**config.mk**
```make
export PLATFORM = sky130hd
export DESIGN_NAME = inst_fetch_stage
export DESIGN_NICKNAME = d
export VERILOG_FILES = /design/src/rtl/inst_fetch_stage.sv
export SDC_FILE = /design/constraint.sdc
export NUM_CORES = 1
export LEC_CHECK = 0
export CORE_MARGIN = 3
export CORE_UTILIZATION = 35
export CTS_CLUSTER_SIZE = 10
export DETAILED_ROUTE_END_ITERATION = 10
export HOLD_SLACK_MARGIN = 0.08
export PLACE_DENSITY = 0.68
export SETUP_SLACK_MARGIN = 0.4
export SKIP_LAST_GASP = 1
export SLEW_MARGIN = 15
export SYNTH_ARGS = -nofsm -noshare
export SYNTH_HDL_FRONTEND = slang
export SYNTH_SLANG_ARGS = --single-unit
```
**constraint.sdc**
```tcl
create_clock -name clk -period 2.6 [get_ports clk]
set_input_delay 0.26 -clock clk [delete_from_list [all_inputs] [get_ports clk]]
set_output_delay 0.26 -clock clk [all_outputs]
set_load 0.01 [all_outputs]
```
**src/rtl/inst_fetch_stage.sv**
```systemverilog
// Instruction fetch stage: one outstanding memory request, a 2-entry {word, pc} buffer and a
// registered IF/ID output. Flush redirects fetch and drains any request already in flight.
module inst_fetch_stage #(
  parameter int unsigned      ISIZE    = 32,
  parameter int unsigned      PSIZE    = 32,
  parameter logic [PSIZE-1:0] RESET_PC = '0
) (
  input  logic             clk,
  input  logic             rst,
  input  logic             stall,
  input  logic             flush,
  input  logic [PSIZE-1:0] flush_pc,
  output logic             imem_req,
  output logic [PSIZE-1:0] imem_addr,
  input  logic             imem_ack,
  input  logic [ISIZE-1:0] imem_rdata,
  output logic [ISIZE-1:0] inst,
  output logic             inst_valid,
  output logic [PSIZE-1:0] inst_pc
);

  typedef enum logic [1:0] {StIdle, StWait, StDrop} state_e;

  state_e           r_state;
  state_e           w_state_next;
  logic             r_req;
  logic [PSIZE-1:0] r_addr;
  logic [PSIZE-1:0] r_fetch_pc;
  logic [PSIZE-1:0] w_fetch_pc_next;

  logic [ISIZE-1:0] r_fifo_word [2];
  logic [PSIZE-1:0] r_fifo_pc   [2];
  logic             r_wptr;
  logic             r_rptr;
  logic [1:0]       r_count;
  logic [1:0]       w_count_next;
  logic             w_push;
  logic             w_pop;

  logic [ISIZE-1:0] r_inst;
  logic             r_inst_valid;
  logic [PSIZE-1:0] r_inst_pc;

  always_comb begin
    w_push          = (r_state == StWait) && imem_ack && !flush;
    w_pop           = !flush && !stall && (r_count != 2'd0);
    w_count_next    = flush ? 2'd0 : (r_count + {1'b0, w_push} - {1'b0, w_pop});
    w_fetch_pc_next = r_fetch_pc;
    if (flush) begin
      w_fetch_pc_next = flush_pc;
    end else if (w_push) begin
      w_fetch_pc_next = r_fetch_pc + PSIZE'(4);
    end

    w_state_next = r_state;
    unique case (r_state)
      StIdle: begin
        if (!flush && (w_count_next < 2'd2)) w_state_next = StWait;
      end
      StWait: begin
        // A flushed request still owes us an ack unless it arrives this very cycle
        if (flush) begin
          w_state_next = imem_ack ? StIdle : StDrop;
        end else if (imem_ack) begin
          w_state_next = (w_count_next < 2'd2) ? StWait : StIdle;
        end
      end
      StDrop: begin
        if (imem_ack) w_state_next = StIdle;
      end
      default: w_state_next = StIdle;
    endcase
  end

  always_ff @(posedge clk or negedge rst) begin
    if (!rst) begin
      r_state    <= StIdle;
      r_req      <= 1'b0;
      r_addr     <= RESET_PC;
      r_fetch_pc <= RESET_PC;
    end else begin
      r_state    <= w_state_next;
      r_req      <= (w_state_next != StIdle);
      r_fetch_pc <= w_fetch_pc_next;
      // While draining, the bus keeps the old address even though fetch_pc has moved on
      if (w_state_next != StDrop) r_addr <= w_fetch_pc_next;
    end
  end

  always_ff @(posedge clk or negedge rst) begin
    if (!rst) begin
      for (int i = 0; i < 2; i++) begin
        r_fifo_word[i] <= '0;
        r_fifo_pc[i]   <= '0;
      end
      r_wptr       <= 1'b0;
      r_rptr       <= 1'b0;
      r_count      <= 2'd0;
      r_inst       <= '0;
      r_inst_valid <= 1'b0;
      r_inst_pc    <= '0;
    end else begin
      r_count <= w_count_next;
      if (flush) begin
        r_wptr       <= 1'b0;
        r_rptr       <= 1'b0;
        r_inst       <= '0;
        r_inst_valid <= 1'b0;
      end else begin
        if (w_push) begin
          r_fifo_word[r_wptr] <= imem_rdata;
          r_fifo_pc[r_wptr]   <= r_fetch_pc;
          r_wptr              <= ~r_wptr;
        end
        if (w_pop) begin
          r_inst       <= r_fifo_word[r_rptr];
          r_inst_pc    <= r_fifo_pc[r_rptr];
          r_inst_valid <= 1'b1;
          r_rptr       <= ~r_rptr;
        end else if (!stall) begin
          r_inst       <= '0;
          r_inst_valid <= 1'b0;
        end
      end
    end
  end

  assign imem_req   = r_req;
  assign imem_addr  = r_addr;
  assign inst       = r_inst;
  assign inst_valid = r_inst_valid;
  assign inst_pc    = r_inst_pc;

endmodule

```
==> metrics, run 1 <==
Longest Clk Path Bufs=3; clock input transition at the sequential cells of the worst setup and hold paths=0.06 ns; number of antenna violations at the first check in global routing=0; area of the die=33640 µm²; IO buf count=166; Routed Antenna Nets=0; number of enable-type register cells in the synthesized netlist=0; total CTS buffers=31; Clk pwr share=30.6%; final standard cell utilization of the core=46.60%; Via-to-Cell Ratio=5.048; unrepaired setup endpoints after global routing=true; count of pins over their slew limit=0; sequential share of power=47.1%; outcome=complete, no violations; largest fanout of any net on the critical path=2; cell depth of the worst flop-to-flop path=5; first-pass iteration count of the detailed router=6; skew final=0.01214 ns; Comb pwr share=22.3%; Peak VDD IR=0.4280 mV; number of synthesized register bits=264; net switching power figure=3.357 mW; minimum period implied by the final worst setup slack=2.233 ns; global routing usage on met2=24.23%; Cells after Synth=863; FMAX=447.8 MHz; largest net degree at the start of global routing=100; Inserted Diodes=0; area of the mapped netlist=11020 µm²; # H-tree levels=1; vertical die dimension=183.4 µm; global placement routability congestion=0.8070; period utilization=85.88%; required time of the critical path=3.01 ns; filler cell count=2784; vias in the first global route=7694; relative max-transition margin=34.88%; area taken by flip-flops and latches=6615 µm²; global routing usage summed across all routing layers=15.76%; final global-route overflow total=0; worst hold path class=input pin to asynchronous set/reset pin; post-route design area=14370 µm²; clock latency on the worst-skew pair=0.53 ns; area of placed instances=13370 µm²; most frequent standard cell in the layout excluding fill and tap cells=sky130_fd_sc_hd__dfrtp_1; Worst Path Class, Setup=flip-flop to flip-flop; area growth from synthesis to layout=30.42%; TritonCTS clock tree=done; Leak=6.126 nW; Power Internal=9.201 mW; Setup Slack @ Placement=-0.0002838 ns; final hold violation count=0; total power per unit cell area=874.1 nW/µm²; wire length of the first global-routing pass=42970 µm; sequential cell area fraction in the yosys report=59.97%; proportion of layout cells with a drive suffix above 1=23.67%; post-layout net count=1117; drt wl/cell=18.43 µm; count of synthesis-stage warnings from yosys=0; detailed placer's ending HPWL=17550 µm; grt peak-use layer=met2; number of ports placed on the die boundary=167; initial cell density of the core=35.73%; number of max-cap violations=0; Critical Path Sink Type=flip-flop; leading area contributor after synthesis=sky130_fd_sc_hd__dfrtp_1; commonest cells after routing, fill and taps aside=sky130_fd_sc_hd__dfrtp_1 (259), sky130_fd_sc_hd__clkdlybuf4s50_1 (164), sky130_fd_sc_hd__mux2_2 (153), sky130_fd_sc_hd__nand2_1 (99), sky130_fd_sc_hd__o21ai_0 (78); async set or reset register ratio after synthesis=100.0%; critical path startpoint category=flip-flop; multi-input combinational cell area=4275 µm²; first-iteration detailed-routing DRC count=361; worst slew pin tran=0.9769 ns; root buf cell=sky130_fd_sc_hd__clkbuf_16; Std-Cell Rows=64; total vias in the final route=7309; data arrival at the endpoint of the critical path=2.64 ns; number of setup violations in the final report=0; WL final=26680 µm; overall power of the completed layout=12.56 mW; switching power as a share of total power=26.73%; number of distinct library cells after synthesis=42; Post-Syn Area per Cell=12.76 µm²; post-synth top area share=59.97%; Post-Syn Nets=935; number of remaining DRC errors=0; top_reg_cell synth=sky130_fd_sc_hd__dfrtp_1; post-layout worst setup margin=0.3670 ns; met1 Use GR=23.35%; horizontal extent of the die=183.4 µm; largest cells by area after synthesis=sky130_fd_sc_hd__dfrtp_1 (60%), sky130_fd_sc_hd__mux2_2 (16%), sky130_fd_sc_hd__mux2i_1 (5.9%), sky130_fd_sc_hd__o21ai_0 (3.5%), sky130_fd_sc_hd__nand2_1 (3.4%); global routing usage on met3=2.678%; Sink Count=264; core region area=30830 µm²
## power groups by stage
stage	logic, mW	registers, mW	clock network [mW]
6_report	2.80	5.92	3.84
5_1_grt	3.08	6.08	4.13
4_1_cts	2.84	5.92	3.96
3_5_place_dp	2.83	5.99	0
3_3_place_gp	2.76	5.94	0
2_1_floorplan	1.45	5.93	0
## state kept, by name, indices dropped and copies added (netlist names), 2 cells and up
name / cells
r_fifo_pc: 64
r_fifo_word: 64
imem_addr: 32
inst: 32
inst_pc: 32
r_fetch_pc: 32
r_count: 2
r_state: 2
## layout make-up
| class | instances | area share [%] |
|---|---|---|
| flip-flops and latches | 264 | 46.05 |
| multi-input cells | 536 | 29.76 |
| repair buffers | 202 | 14.45 |
| clock buffers | 38 | 5.792 |
| well taps | 396 | 3.449 |
| inverters | 10 | 0.2613 |
| clock inverters | 2 | 0.2439 |
## stage by stage
step,TNS (ns),hold WS [ns],std cells
detailed placement,-0.0002838,0.3011,1404
global placement,0,0.2938,1404
floorplan,0,-0.03559,863
global route,0,0.3260,1448
CTS,0,0.2952,1446
finish,0,0.3017,1448
## final timing paths
kind	from	to	slack [ns]
max	r_state[1]$_DFF_PN0_	imem_addr[26]$_DFFE_PN0P_	0.37
min	rst	inst[25]$_DFFE_PN0P_	0.30
max reg2reg	r_state[1]$_DFF_PN0_	imem_addr[26]$_DFFE_PN0P_	0.37
min reg2reg	inst[22]$_DFFE_PN0P_	inst[22]$_DFFE_PN0P_	0.47
max in group asynchronous	rst	r_fetch_pc[4]$_DFF_PN0_	1.46
min in group clk	flush_pc[3]	r_fetch_pc[3]$_DFF_PN0_	0.33
## critical path: stages (launching register included)
cell and delay (ns):
sky130_fd_sc_hd__dfrtp_1 0.38, sky130_fd_sc_hd__nand4bb_4 0.21, sky130_fd_sc_hd__or4_4 0.56, sky130_fd_sc_hd__or4b_4 0.51, sky130_fd_sc_hd__xnor2_2 0.15, sky130_fd_sc_hd__a221o_1 0.30
## routing by layer
metal  part of all wire, %  vias to the layer above
met2                    44                      216
met5                     0                        -
met1                    49                     3648
met4                   1.9                        0
met3                   5.3                       36
li1                      -                     3409
## Yosys cell counts, types with 11 or more instances
master                     number
sky130_fd_sc_hd__o21ai_0       78
sky130_fd_sc_hd__mux2_2       154
sky130_fd_sc_hd__nand2_1       99
sky130_fd_sc_hd__and3_1        18
sky130_fd_sc_hd__buf_1         12
sky130_fd_sc_hd__mux2i_1       65
sky130_fd_sc_hd__dfrtp_1      264
sky130_fd_sc_hd__xnor2_1       20
sky130_fd_sc_hd__clkbuf_1      38
sky130_fd_sc_hd__nor2_1        13
sky130_fd_sc_hd__nand4_1       16
sky130_fd_sc_hd__nand3_1       11
sky130_fd_sc_hd__a221o_1       14
## cells by family after synthesis
kind of cell	count (synthesis)	share of synthesized area (%)
adders and majority gates	3	0.3408
muxes	219	21.65
xor gates and xnor gates	28	2.294
DFF	264	59.97
AOI/OAI and AO/OA	106	5.781
buffers and inverters	63	2.238
and+or+nand+nor	180	7.724
## timing repair
action / 4_1_cts / 5_1_grt
endpoints found under the setup margin: 8 / 9
gates resized for setup: 3 / 12
hold buffers: 1 / 0
pin swaps: 1 / 7
endpoints found under the hold margin: 70 / 0
setup buffers: 1 / 2
Power figures use the tool's default switching activity.
==> inputs of run 2 (changes only) <==
--- a/config.mk
+++ b/config.mk
@@ -11,7 +11,6 @@
 export DETAILED_ROUTE_END_ITERATION = 10
 export HOLD_SLACK_MARGIN = 0.08
 export PLACE_DENSITY = 0.68
-export SETUP_SLACK_MARGIN = 0.4
 export SKIP_LAST_GASP = 1
 export SLEW_MARGIN = 15
 export SYNTH_ARGS = -nofsm -noshare
==> metrics, run 2 (synthesis gave the netlist of run 1 again) <==
largest registers ranked by flip-flop count=r_fifo_pc x64, r_fifo_word x64; net switching power figure=3.384 mW (+0.80%); horizontal extent of the die=183.4 µm (unchanged); final hold violation count=0 (unchanged); wire length of the first global-routing pass=42140 µm (-1.9%); final global-route overflow total=0 (unchanged); global placement routability congestion=0.7945 (-1.5%); DR top layer=met4; Comb pwr share=21.7% (-0.6 points); vias in the first global route=7499 (-2.5%); filler cell count=2774 (-0.36%); number of antenna violations at the first check in global routing=0 (unchanged); period utilization=88.60% (+2.7 points); WL met3=1355 µm (-3.6%); worst hold path class=input pin to asynchronous set/reset pin; worst slew pin tran=0.9810 ns (+0.004091 ns); vertical die dimension=183.4 µm (unchanged); minimum period implied by the final worst setup slack=2.304 ns (+0.07069 ns); core region area=30830 µm² (unchanged); area of the die=33640 µm² (unchanged); clock input transition at the sequential cells of the worst setup and hold paths=0.06 ns (about the same); unrepaired setup endpoints after global routing=false; WL final=26070 µm (-2.3%); proportion of layout cells with a drive suffix above 1=22.14% (-1.5 points); most frequent standard cell in the layout excluding fill and tap cells=sky130_fd_sc_hd__dfrtp_1; Routed Antenna Nets=0 (unchanged); overall power of the completed layout=12.62 mW (+0.45%); worst hold margin=0.2476 ns (-0.05407 ns); largest net degree at the start of global routing=100 (unchanged); IO buf count=166 (unchanged); Post-Route Setup TNS=0 ns (unchanged); FMAX=434.1 MHz (-3.1%); drt wl/cell=18.06 µm (-2.0%); required time of the critical path=3.04 ns (+0.03 ns); Via-to-Cell Ratio=5.008 (-0.79%); met2 routed WL=11520 µm (-2.3%); global routing usage summed across all routing layers=15.59% (-0.17 points); Critical Path Sink Type=flip-flop; root buf cell=sky130_fd_sc_hd__clkbuf_16; WL met1=12570 µm (-3.1%); total CTS buffers=31 (unchanged); count of pins over their slew limit=0 (unchanged); data arrival at the endpoint of the critical path=2.74 ns (+0.10 ns); critical path startpoint category=flip-flop; Longest Clk Path Bufs=3 (unchanged); clock latency on the worst-skew pair=0.57 ns (+0.04 ns); Sink Count=264 (unchanged); Inserted Diodes=0 (unchanged); total vias in the final route=7231 (-1.1%); area growth from synthesis to layout=29.17%; relative max-transition margin=34.60% (-0.27 points); sequential share of power=47.0% (about the same); Leak=6.088 nW (-0.63%); skew final=0.02419 ns (+0.01205 ns); number of remaining DRC errors=0 (unchanged); total power per unit cell area=886.6 nW/µm² (+1.4%); Clk pwr share=31.3% (+0.7 points); first-iteration detailed-routing DRC count=330 (-8.6%); Peak VDD IR=0.5790 mV (+35%); outcome=complete, no violations; largest fanout of any net on the critical path=4 (+2); number of ports placed on the die boundary=167 (unchanged); Worst Path Class, Setup=flip-flop to flip-flop; number of setup violations in the final report=0 (unchanged); initial cell density of the core=35.73% (unchanged); Std-Cell Rows=64 (unchanged); post-layout net count=1113 (-0.36%); Power Internal=9.231 mW (+0.33%); commonest cells after routing, fill and taps aside=sky130_fd_sc_hd__dfrtp_1 (263), sky130_fd_sc_hd__clkdlybuf4s50_1 (164), sky130_fd_sc_hd__mux2_2 (154), sky130_fd_sc_hd__nand2_1 (99), sky130_fd_sc_hd__o21ai_0 (78); # H-tree levels=1 (unchanged); detailed placer's ending HPWL=17170 µm (-2.2%); TritonCTS clock tree=done; switching power as a share of total power=26.83% (+0.093 points); first-pass iteration count of the detailed router=4 (-2); number of max-cap violations=0 (unchanged)
==> run 2: repair_timing <==
item	in CTS	in global routing
hold endpoints to repair	74	0
hold buffers	2	0
buffers inserted	0	0
endpoints found under the setup margin	0	0
resized for setup	0	0
==> run 2: power groups by stage <==
stage | clock (mW) | combinational, mW | sequential [mW]
5_1_grt | 4.25 | 3.03 | 6.08
4_1_cts | 4.07 | 2.81 | 5.94
3_3_place_gp | 0 | 2.73 | 5.95
6_report | 3.95 | 2.74 | 5.93
2_1_floorplan | 0 | 1.44 | 5.93
3_5_place_dp | 0 | 2.79 | 6.00
==> run 2: critical path: stages, from the launching register on <==
cell and delay, ns:
sky130_fd_sc_hd__dfrtp_1 0.35, sky130_fd_sc_hd__ha_1 0.23, sky130_fd_sc_hd__inv_1 0.09, sky130_fd_sc_hd__or4_4 0.56
sky130_fd_sc_hd__or4b_4 0.51, sky130_fd_sc_hd__xnor2_2 0.15, sky130_fd_sc_hd__a221o_1 0.30
==> run 2: through the flow <==
stage | instances | cell area, µm² | util (%) | setup WS [ns]
finish | 1444 | 14230 | 46.15 | 0.2963
floorplan | 863 | 11020 | - | 0.1570
detailed placement | 1402 | 13320 | 43.20 | 0.07119
CTS | 1444 | 14230 | 46.15 | 0.2917
global route | 1444 | 14230 | 46.15 | 0.1786
global placement | 1402 | 13320 | 43.20 | 0.1011
==> run 2: area by class of cell <==
cell class / count / area [µm²] / share of cell area, %
flip-flops and latches: 264 / 6610 / 46.46
multi-input cells: 536 / 4202 / 29.53
inverters: 10 / 37.54 / 0.2638
repair buffers: 198 / 1994 / 14.02
clock buffers: 36 / 804.5 / 5.654
clock inverters: 4 / 85.08 / 0.5980
well taps: 396 / 495.5 / 3.482
==> run 2: worst paths after layout <==
check	start	endpoint	slack, ns	cells past startpoint
hold / removal	rst	imem_addr[30]$_DFFE_PN0P_	0.25	2
setup reg to reg	r_fetch_pc[2]$_DFF_PN0_	imem_addr[26]$_DFFE_PN0P_	0.30	6
setup / recovery	r_fetch_pc[2]$_DFF_PN0_	imem_addr[26]$_DFFE_PN0P_	0.30	6
hold reg to reg	inst_valid$_DFFE_PN0P_	inst_valid$_DFFE_PN0P_	0.47	2
max in group asynchronous	rst	inst[26]$_DFFE_PN0P_	1.55	3
min in group clk	flush_pc[7]	r_fetch_pc[7]$_DFF_PN0_	0.32	3
==> run 2: routing by layer <==
layer  GRT usage [%]  vias to the layer above
li1                -                     3394
met4           3.900                        0
met5               0                        -
met3           2.618                       42
met1           22.78                     3601
met2           24.30                      194
==> inputs of run 3 (changes only) <==
==> constraint.sdc (replaced) <==
create_clock -name clk -period 2 [get_ports clk]
set_input_delay 0.2 -clock clk [delete_from_list [all_inputs] [get_ports clk]]
set_output_delay 0.2 -clock clk [all_outputs]
set_load 0.01 [all_outputs]
==> metrics, run 3 (synthesis gave the netlist of run 1 again) <==
outcome=finished with violations; violated checks=negative setup slack; Std-Cell Rows=64 (unchanged); clock latency on the worst-skew pair=0.54 ns (-0.03 ns); Via-to-Cell Ratio=5.061 (+1.1%); most frequent standard cell in the layout excluding fill and tap cells=sky130_fd_sc_hd__dfrtp_1; count of pins over their slew limit=0 (unchanged); clock input transition at the sequential cells of the worst setup and hold paths=0.06 ns (about the same); required time of the critical path=2.42 ns (-0.62 ns); horizontal extent of the die=183.4 µm (unchanged); largest registers ranked by flip-flop count=r_fifo_pc x64, r_fifo_word x64; root buf cell=sky130_fd_sc_hd__clkbuf_16; data arrival at the endpoint of the critical path=2.62 ns (-0.12 ns); total CTS buffers=31 (unchanged); global placement routability congestion=0.7710 (-3.0%); global routing usage summed across all routing layers=16.08% (+0.50 points); Peak VDD IR=0.6154 mV (+6.3%); vertical die dimension=183.4 µm (unchanged); relative max-transition margin=32.58% (-2.0 points); area of placed instances=13700 µm² (+2.9%); drt wl/cell=18.45 µm (+2.2%); Routed Antenna Nets=0 (unchanged); Leak=6.371 nW (+4.6%); wire length of the first global-routing pass=43470 µm (+3.2%); total power per unit cell area=1118 nW/µm² (+26%); first-pass iteration count of the detailed router=4 (unchanged); Inserted Diodes=0 (unchanged); minimum period implied by the final worst setup slack=2.193 ns (-0.1107 ns); number of ports placed on the die boundary=167 (unchanged); FMAX=456.0 MHz (+5.0%); final global-route overflow total=0 (unchanged); reg-to-reg slack, setup=-0.19 ns (-0.49 ns); vias in the first global route=7847 (+4.6%); total vias in the final route=7505 (+3.8%); number of remaining DRC errors=0 (unchanged); Reg-to-Reg Start=r_state[1]$_DFF_PN0_; filler cell count=2719 (-2.0%); post-layout worst setup margin=-0.1930 ns (-0.4893 ns); final hold violation count=0 (unchanged); Crit Reg-Reg Endpoint=imem_addr[26]$_DFFE_PN0P_; largest fanout of any net on the critical path=2 (-2); detailed placer's ending HPWL=18060 µm (+5.2%); post-layout net count=1154 (+3.7%); skew final=0.008839 ns (-0.01535 ns); # H-tree levels=1 (unchanged); area of the die=33640 µm² (unchanged); worst slew pin tran=1.011 ns (+0.03038 ns); unrepaired setup endpoints after global routing=true; first-iteration detailed-routing DRC count=325 (-1.5%); TritonCTS clock tree=done; Worst Path Class, Setup=flip-flop to flip-flop; largest net degree at the start of global routing=100 (unchanged); number of setup violations in the final report=10 (+10); cell depth of the worst flop-to-flop path=5 (-1); Sink Count=264 (unchanged); Critical Path Sink Type=flip-flop; IO buf count=166 (unchanged); WL final=27370 µm (+5.0%); critical path startpoint category=flip-flop; core region area=30830 µm² (unchanged); commonest cells after routing, fill and taps aside=sky130_fd_sc_hd__dfrtp_1 (263), sky130_fd_sc_hd__clkdlybuf4s50_1 (164), sky130_fd_sc_hd__mux2_2 (152), sky130_fd_sc_hd__nand2_1 (99), sky130_fd_sc_hd__o21ai_0 (77); area growth from synthesis to layout=33.86%; post-route design area=14750 µm² (+3.6%); proportion of layout cells with a drive suffix above 1=26.68% (+4.5 points); number of max-cap violations=0 (unchanged); period utilization=109.6% (+21 points); Longest Clk Path Bufs=3 (unchanged); worst hold path class=input pin to asynchronous set/reset pin; initial cell density of the core=35.73% (unchanged); number of antenna violations at the first check in global routing=1 (+1); final standard cell utilization of the core=47.83% (+1.7 points)
[run 3: cell types whose count changed in the layout (fill, tap and decap cells not counted), sizes merged]
cell	previous run	this run
buf	32	74
clkbuf	36	35
inv	11	10
dlygate4sd3	2	1
[run 3: how the worst max path moves through the flow]
stage | slack, ns | to | startpoint
2_1_floorplan | -0.39 | imem_addr[26]$_DFFE_PN0P_ | r_fetch_pc[2]$_DFF_PN0_
3_3_place_gp | -0.54 | imem_addr[26]$_DFFE_PN0P_ | imem_ack
3_5_place_dp | -0.59 | imem_addr[20]$_DFFE_PN0P_ | imem_ack
4_1_cts | -0.21 | imem_addr[26]$_DFFE_PN0P_ | r_state[1]$_DFF_PN0_
5_1_grt | -0.26 | imem_addr[26]$_DFFE_PN0P_ | r_state[1]$_DFF_PN0_
6_report | -0.19 | imem_addr[26]$_DFFE_PN0P_ | r_state[1]$_DFF_PN0_
[run 3: through the flow]
stage | setup WS [ns] | hold WS [ns] | power [mW] | cells | TNS (ns)
floorplan | -0.3905 | -0.09559 | 9.593 | 863 | -1.803
global placement | -0.5353 | 0.1657 | 11.39 | 1440 | -18.41
detailed placement | -0.5928 | 0.1714 | 11.53 | 1440 | -23.50
CTS | -0.2131 | 0.1949 | 16.70 | 1480 | -1.364
global route | -0.2559 | 0.2011 | 17.44 | 1483 | -2.344
finish | -0.1930 | 0.1908 | 16.48 | 1483 | -1.030
[run 3: metal layers]
layer	part of all wire, %	vias to the layer above	GRT usage [%]	routed length [µm]
met5	0.073	-	0	20
met2	48	188	27.05	13040
met1	45	3799	21.98	12430
met4	1.5	2	3.199	407
li1	-	3478	-	-
met3	5.4	38	2.975	1474
[run 3: final cells by class]
cell class              instances  area [µm²]  area share, %
multi-input cells             536        4335          29.40
clock buffers                  35       810.8          5.499
flip-flops and latches        264        6610          44.83
inverters                      10       37.54         0.2546
well taps                     396       495.5          3.360
repair buffers                239        2391          16.22
clock inverters                 3       65.06         0.4412
[run 3: worst max-delay path: stages (launching register included)]
cell and delay (ns):
sky130_fd_sc_hd__dfrtp_1 0.37, sky130_fd_sc_hd__nand4bb_4 0.20, sky130_fd_sc_hd__or4_4 0.57, sky130_fd_sc_hd__or4b_4 0.51
sky130_fd_sc_hd__xnor2_2 0.15, sky130_fd_sc_hd__a221o_1 0.29
[run 3: where the power goes]
| group | internal [mW] | switching [mW] | total [mW] | leakage, nW |
|---|---|---|---|---|
| Clock | 3.06 | 2.01 | 5.07 | 0.431 |
| Combinational | 2.25 | 1.54 | 3.79 | 2.61 |
| Sequential | 6.82 | 0.812 | 7.63 | 3.33 |
[run 3: timing repair]
| action | in CTS | in global routing |
|---|---|---|
| hold endpoints to repair | 261 | 0 |
| gates resized for setup | 12 | 8 |
| pin swaps | 2 | 2 |
| buffers inserted | 1 | 3 |
| setup endpoints to repair | 20 | 35 |
| hold buffers | 1 | 0 |
